<file path="src/rtl/isi_sched_pkg.sv">
// ----------------------------------------------------------------------------
// isi_sched_pkg: shared state encoding and default sizing for the ISI pair scheduler.
// Rev 1.0
// ----------------------------------------------------------------------------
`default_nettype none

package isi_sched_pkg;

  localparam int BIT_ISI_DEF = 8;
  localparam int DEPTH_DEF   = 4;
  localparam int TIMEOUT_DEF = 255;
  localparam int CNT_W_DEF   = 16;

  typedef enum logic [1:0] {
    IDLE  = 2'd0,
    ISSUE = 2'd1,
    CAPT  = 2'd2,
    OUT   = 2'd3
  } state_t;

endpackage

`default_nettype wire

</file>
<file path="src/rtl/isi_fifo.sv">
// ----------------------------------------------------------------------------
// isi_fifo: synchronous FIFO with wrap-bit pointers, no read bypass.
// Rev 1.0
// ----------------------------------------------------------------------------
`default_nettype none

module isi_fifo #(
  parameter int W     = 9,
  parameter int DEPTH = 4
) (
  input  logic         clk,
  input  logic         clr,
  input  logic         push,
  input  logic [W-1:0] din,
  input  logic         pop,
  output logic [W-1:0] dout,
  output logic         full,
  output logic         empty
);

  localparam int AW = $clog2(DEPTH);

  logic [W-1:0] mem_q [DEPTH];
  logic [W-1:0] mem_d [DEPTH];
  logic [AW:0]  wr_ptr_q, wr_ptr_d;
  logic [AW:0]  rd_ptr_q, rd_ptr_d;

  always_comb begin
    mem_d    = mem_q;
    wr_ptr_d = wr_ptr_q;
    rd_ptr_d = rd_ptr_q;
    if (push && !full) begin
      mem_d[wr_ptr_q[AW-1:0]] = din;
      wr_ptr_d                = wr_ptr_q + (AW+1)'(1);
    end
    if (pop && !empty) begin
      rd_ptr_d = rd_ptr_q + (AW+1)'(1);
    end
  end

  always_ff @(posedge clk or posedge clr) begin
    if (clr) begin
      mem_q    <= '{default: '0};
      wr_ptr_q <= '0;
      rd_ptr_q <= '0;
    end else begin
      mem_q    <= mem_d;
      wr_ptr_q <= wr_ptr_d;
      rd_ptr_q <= rd_ptr_d;
    end
  end

  // Pointers carry one extra wrap bit so full and empty are distinguishable.
  assign empty = (wr_ptr_q == rd_ptr_q);
  assign full  = (wr_ptr_q[AW] != rd_ptr_q[AW]) && (wr_ptr_q[AW-1:0] == rd_ptr_q[AW-1:0]);
  assign dout  = mem_q[rd_ptr_q[AW-1:0]];

endmodule

`default_nettype wire

</file>
<file path="src/rtl/isi_pair_sched.sv">
// ----------------------------------------------------------------------------
// isi_pair_sched: pairs X/Y ISI events oldest-first, issues them to the comparator.
// Rev 1.0
// ----------------------------------------------------------------------------
`default_nettype none

module isi_pair_sched
  import isi_sched_pkg::*;
#(
  parameter int BIT_ISI = BIT_ISI_DEF,
  parameter int DEPTH   = DEPTH_DEF,
  parameter int TIMEOUT = TIMEOUT_DEF,
  parameter int CNT_W   = CNT_W_DEF
) (
  input  logic               clk,
  input  logic               clr,
  input  logic               x_valid,
  output logic               x_ready,
  input  logic [BIT_ISI-1:0] x_isi,
  input  logic               x_addr,
  input  logic               y_valid,
  output logic               y_ready,
  input  logic [BIT_ISI-1:0] y_isi,
  input  logic               y_addr,
  output logic [BIT_ISI-1:0] cmp_isi_x,
  output logic [BIT_ISI-1:0] cmp_isi_y,
  output logic               cmp_addr_x,
  output logic               cmp_addr_y,
  output logic               cmp_issue,
  input  logic               cmp_valid,
  output logic               res_valid,
  input  logic               res_ready,
  output logic               res_match,
  output logic [BIT_ISI-1:0] res_isi,
  output logic [CNT_W-1:0]   match_cnt,
  output logic [CNT_W-1:0]   drop_cnt,
  output logic [CNT_W-1:0]   zero_cnt
);

  localparam int DW   = BIT_ISI + 1;
  localparam int TO_W = $clog2(TIMEOUT + 1);

  state_t             state_q, state_d;
  logic [TO_W-1:0]    to_cnt_q, to_cnt_d;
  logic [BIT_ISI-1:0] cmp_isi_x_q, cmp_isi_x_d, cmp_isi_y_q, cmp_isi_y_d;
  logic               cmp_addr_x_q, cmp_addr_x_d, cmp_addr_y_q, cmp_addr_y_d;
  logic               res_match_q, res_match_d;
  logic [BIT_ISI-1:0] res_isi_q, res_isi_d;
  logic [CNT_W-1:0]   match_cnt_q, match_cnt_d, drop_cnt_q, drop_cnt_d, zero_cnt_q, zero_cnt_d;
  logic [CNT_W:0]     zero_sum;

  logic          x_push, y_push, x_zero, y_zero, x_pop, y_pop;
  logic          x_full, y_full, x_empty, y_empty;
  logic [DW-1:0] x_head, y_head;

  assign x_ready = !x_full;
  assign y_ready = !y_full;
  // Zero ISIs complete the handshake but are never stored.
  assign x_push  = x_valid && x_ready && (x_isi != '0);
  assign y_push  = y_valid && y_ready && (y_isi != '0);
  assign x_zero  = x_valid && x_ready && (x_isi == '0);
  assign y_zero  = y_valid && y_ready && (y_isi == '0);

  isi_fifo #(.W(DW), .DEPTH(DEPTH)) u_fifo_x (
    .clk   (clk),
    .clr   (clr),
    .push  (x_push),
    .din   ({x_addr, x_isi}),
    .pop   (x_pop),
    .dout  (x_head),
    .full  (x_full),
    .empty (x_empty)
  );

  isi_fifo #(.W(DW), .DEPTH(DEPTH)) u_fifo_y (
    .clk   (clk),
    .clr   (clr),
    .push  (y_push),
    .din   ({y_addr, y_isi}),
    .pop   (y_pop),
    .dout  (y_head),
    .full  (y_full),
    .empty (y_empty)
  );

  assign zero_sum = {1'b0, zero_cnt_q} + (CNT_W+1)'(x_zero) + (CNT_W+1)'(y_zero);

  always_comb begin
    state_d      = state_q;
    to_cnt_d     = '0;
    x_pop        = 1'b0;
    y_pop        = 1'b0;
    cmp_isi_x_d  = cmp_isi_x_q;
    cmp_isi_y_d  = cmp_isi_y_q;
    cmp_addr_x_d = cmp_addr_x_q;
    cmp_addr_y_d = cmp_addr_y_q;
    res_match_d  = res_match_q;
    res_isi_d    = res_isi_q;
    match_cnt_d  = match_cnt_q;
    drop_cnt_d   = drop_cnt_q;
    zero_cnt_d   = zero_sum[CNT_W] ? '1 : zero_sum[CNT_W-1:0];

    unique case (state_q)
      IDLE: begin
        if (!x_empty && !y_empty) begin
          x_pop        = 1'b1;
          y_pop        = 1'b1;
          cmp_isi_x_d  = x_head[BIT_ISI-1:0];
          cmp_isi_y_d  = y_head[BIT_ISI-1:0];
          cmp_addr_x_d = x_head[BIT_ISI];
          cmp_addr_y_d = y_head[BIT_ISI];
          state_d      = ISSUE;
        end else if (!x_empty || !y_empty) begin
          // Exactly one side holds a head; age it out once it has waited TIMEOUT cycles.
          if (to_cnt_q == TO_W'(TIMEOUT)) begin
            x_pop      = !x_empty;
            y_pop      = !y_empty;
            drop_cnt_d = (drop_cnt_q == '1) ? drop_cnt_q : drop_cnt_q + CNT_W'(1);
          end else begin
            to_cnt_d = to_cnt_q + TO_W'(1);
          end
        end
      end
      ISSUE: state_d = CAPT;
      CAPT: begin
        res_match_d = cmp_valid;
        res_isi_d   = cmp_isi_x_q;
        if (cmp_valid) begin
          match_cnt_d = (match_cnt_q == '1) ? match_cnt_q : match_cnt_q + CNT_W'(1);
        end
        state_d = OUT;
      end
      OUT: begin
        if (res_ready) begin
          state_d = IDLE;
        end
      end
      default: state_d = IDLE;
    endcase
  end

  always_ff @(posedge clk or posedge clr) begin
    if (clr) begin
      state_q      <= IDLE;
      to_cnt_q     <= '0;
      cmp_isi_x_q  <= '0;
      cmp_isi_y_q  <= '0;
      cmp_addr_x_q <= 1'b0;
      cmp_addr_y_q <= 1'b0;
      res_match_q  <= 1'b0;
      res_isi_q    <= '0;
      match_cnt_q  <= '0;
      drop_cnt_q   <= '0;
      zero_cnt_q   <= '0;
    end else begin
      state_q      <= state_d;
      to_cnt_q     <= to_cnt_d;
      cmp_isi_x_q  <= cmp_isi_x_d;
      cmp_isi_y_q  <= cmp_isi_y_d;
      cmp_addr_x_q <= cmp_addr_x_d;
      cmp_addr_y_q <= cmp_addr_y_d;
      res_match_q  <= res_match_d;
      res_isi_q    <= res_isi_d;
      match_cnt_q  <= match_cnt_d;
      drop_cnt_q   <= drop_cnt_d;
      zero_cnt_q   <= zero_cnt_d;
    end
  end

  assign cmp_issue  = (state_q == ISSUE);
  assign res_valid  = (state_q == OUT);
  assign cmp_isi_x  = cmp_isi_x_q;
  assign cmp_isi_y  = cmp_isi_y_q;
  assign cmp_addr_x = cmp_addr_x_q;
  assign cmp_addr_y = cmp_addr_y_q;
  assign res_match  = res_match_q;
  assign res_isi    = res_isi_q;
  assign match_cnt  = match_cnt_q;
  assign drop_cnt   = drop_cnt_q;
  assign zero_cnt   = zero_cnt_q;

endmodule

`default_nettype wire

</file>
<file path="config.mk">
export PLATFORM = sky130hd
export DESIGN_NAME = isi_pair_sched
export DESIGN_NICKNAME = d
export VERILOG_FILES = /design/src/rtl/isi_sched_pkg.sv /design/src/rtl/isi_fifo.sv /design/src/rtl/isi_pair_sched.sv
export SDC_FILE = /design/constraint.sdc
export NUM_CORES = 1
export LEC_CHECK = 0
export ABC_AREA = 1
export CAP_MARGIN = 20
export CORE_ASPECT_RATIO = 1.2
export CORE_MARGIN = 1
export CORE_UTILIZATION = 56
export CTS_CLUSTER_DIAMETER = 30
export DETAILED_ROUTE_END_ITERATION = 10
export GPL_TIMING_DRIVEN = 0
export PLACE_DENSITY = 0.83
export RECOVER_POWER = 50
export SYNTH_ARGS = -nofsm -noshare
export SYNTH_HDL_FRONTEND = slang
export SYNTH_SLANG_ARGS = --single-unit
</file>
<file path="constraint.sdc">
create_clock -name clk -period 7.6 [get_ports clk]
set_input_delay 1.52 -clock clk [delete_from_list [all_inputs] [get_ports clk]]
set_output_delay 1.52 -clock clk [all_outputs]
set_load 0.01 [all_outputs]
</file>
==> metrics.txt <==
run status=complete, but fails checks; failing checks=max-capacitance violations, max-slew violations; reg2reg end=zero_cnt[15]; largest buffer count on any clock path=2; later-pin clock latency in the skew report=roughly 0.44 ns; sequential-to-total area share from yosys stat=0.500; Final Setup Violations=0; starting density of the core=0.580; hold buffer count at CTS=0; die area=between 15,000 and 20,000 sq um; CP Capture Type=flip-flop; CP Launch Type=input port; Setup Skew=0.0114 ns; Post-Syn Nets=1,080; I/O Pins=just over 100; leak pwr=5.11 nW; #FFs+latches synth=around 170; met2 Use GR=0.446; number of buffers created by CTS=17; R2R cell count=18; Residual DRC=0; Worst R2R Start=u_fifo_x.rd_ptr_q[1]; GRT Util Overall=0.257; drt first pass iters=5; first-pass GRT wire length=between 30,000 and 40,000 um; vias in the first global route=between 6,000 and 7,000; root buf cell=clkbuf_16; Resize count post-CTS=0; post-synth cell types=38; storage element area=between 4000 and 5000 sq um; Max VDD drop=approximately 180 uV; postcts setup bufs=0; pin count of the biggest net entering global routing=120; Slew Limit Fails=51; global route hottest layer=met2; CTS clk-pin slew, worst paths=around 0.060 ns; most frequent cells in the layout=nand2_1, dfrtp_1, clkdlybuf4s50_1; HPWL after detailed placement=about 13,000 um; first-iteration detailed-routing DRC count=573; Final Cycle Share=0.567; CTS sink count=between 150 and 200; CTS tree=built; commonest non-fill, non-tap cell in the layout=nand2_1; Die H=approximately 140 um; synthesized instance count=roughly 1,000; global route overflow=0; initial antenna violation count=0; final hold vios=0; PD cells=roughly 350 nW/um^2; Crit. Startpoint=x_isi[2]; met3 usage=0.0438; Least-Margin Pin Slew=2.27 ns; Nets=roughly 1,200; Mean Syn Cell Area=8.16 sq um; DRT antenna net count=0; Synth-to-Final Area Change=20.6%; fillers=~1,200; Setup WS pre-CTS=2.89 ns; fin area=10,200 sq um; Yosys Warn Count=0; final core utilization=0.699; layout cell share with drive strength beyond 1=0.0734; Buffers on Ports=slightly above 100; final wirelength=19,100 um; flop-to-flop setup slack=4.45 ns; Inserted Diodes=0; max frequency=approximately 230 MHz; placed cell areas=9760 sq um; crit path time final=around 4.3 ns; final worst setup slack=~3.3 ns; max_slew headroom=-0.519; TNS Setup=0 ns; Placer Congestion=between 0.8 and 0.9; Avg Vias per Cell=~5.2; Core ar.=between 10,000 and 15,000 sq um; crit-path max FO=10; Setup Crit Path Kind=input port to flip-flop; Tightest Hold Check Type=flip-flop to flip-flop; via count=~7,100; M1 GR Usage=0.318; Synth Cell Area=8460 sq um; Die W=roughly 110 um; WL per Instance=13.9 um; Setup crit end=zero_cnt[15]; Worst EP required=7.98 ns; area of the multi-input gates=~3700 sq um; RSZ-0062 raised after global routing=false; H-tree Lvls=4; # rows=48; critical path arrival=~4.7 ns; Max Cap Violations=1
stage by stage:
step                      std cells  power (mW)  hold slack (ns)
after CTS                      1371        3.67            0.469
final                          1371        3.60            0.462
after detailed placement       1340        2.85            0.454
after global placement         1339        2.80            0.450
after floorplan                1037        2.35            0.433
after global routing           1371        3.85            0.480
synthesized netlist by cell type (all sizes together):
library cell,n,area share
nor2,99,0.052
xnor2,16,0.019
clkbuf,5,0.0022
inv,78,0.035
nand3,38,0.029
o21ai,62,0.037
nand2,436,0.20
dfrtp,169,0.50
nand4,28,0.023
or2,2,0.0015
mux2,8,0.011
xor2,19,0.020
nand3b,11,0.010
ha,18,0.027
fa,1,0.0024
a21oi,3,0.0031
nor3,8,0.0061
buf,18,0.013
o22ai,18,0.013
routing by layer:
| layer | up-vias | wire length, um |
|---|---|---|
| met3 | 34 | 873 |
| met5 | - | 0 |
| met2 | 196 | 9560 |
| met1 | 3349 | 8300 |
| met4 | 0 | 351 |
| li1 | 3541 | - |
sequential cells by signal (all words and copies together) (netlist names):
| signal | flops |
|---|---|
| u_fifo_x.rd_ptr_q | 3 |
| cmp_isi_y | 8 |
| cmp_isi_x | 8 |
| u_fifo_x.wr_ptr_q | 3 |
| u_fifo_y.mem_q | 36 |
| cmp_addr_x | 1 |
| u_fifo_x.mem_q | 36 |
| u_fifo_y.rd_ptr_q | 3 |
| u_fifo_y.wr_ptr_q | 3 |
| res_match | 1 |
| to_cnt_q | 8 |
| res_isi | 8 |
| cmp_addr_y | 1 |
| state_q | 2 |
| zero_cnt | 16 |
| match_cnt | 16 |
| drop_cnt | 16 |
where the power goes:
part	internal, mW	leakage [nW]	total [mW]	switching [mW]
combinational	0.558	2.67	1.39	0.831
clock	0.451	0.265	0.807	0.355
sequential	1.20	2.18	1.40	0.202
total	2.21	5.11	3.60	1.39
cell type report:
| type | instances | share of cell area |
|---|---|---|
| sequential | 169 | 0.415 |
| tap | 200 | 0.0245 |
| clock inverter | 9 | 0.00662 |
| clock buffer | 22 | 0.0475 |
| timing repair buffer | 103 | 0.103 |
| buffer | 23 | 0.00994 |
| inverter | 78 | 0.0288 |
| multi-input combinational | 767 | 0.365 |
how the worst min path moves through the flow:
stage                                  start                  to  slack (ns)  depth (start not counted)
after floorplan                  to_cnt_q[0]         to_cnt_q[0]        0.43                          1
after global placement    u_fifo_y.mem_q[10]  u_fifo_y.mem_q[10]        0.45                          2
after detailed placement  u_fifo_y.mem_q[15]  u_fifo_y.mem_q[15]        0.45                          2
after CTS                        to_cnt_q[0]         to_cnt_q[0]        0.47                          1
after global routing             to_cnt_q[0]         to_cnt_q[0]        0.48                          1
final                            to_cnt_q[0]         to_cnt_q[0]        0.46                          1
critical path, stage by stage:
cell,delay [ns]
clkdlybuf4s50_1,0.56
nor3_1,0.19
nand4_1,0.25
or2_2,0.39
fa_1,0.39
inv_1,0.07
ha_1,0.17
nand3_1,0.11
nor2_1,0.12
nand2_1,0.11
inv_2,0.08
nand3_2,0.12
nor2_2,0.13
nand2_1,0.13
buf_2,0.24
nand3_1,0.09
cells by family (layout without fill, tap and decap cells):
| kind of cell | Yosys count | in the layout | synth area share |
|---|---|---|---|
| fa+ha+maj | 19 | 19 | 0.0290 |
| xor+xnor | 35 | 35 | 0.0389 |
| simple gates | 622 | 622 | 0.318 |
| flops | 169 | 169 | 0.500 |
| buf+inv | 101 | 235 | 0.0497 |
| mux | 8 | 8 | 0.0107 |
| compound gates | 83 | 83 | 0.0536 |
(Power assumes the default switching activity.)
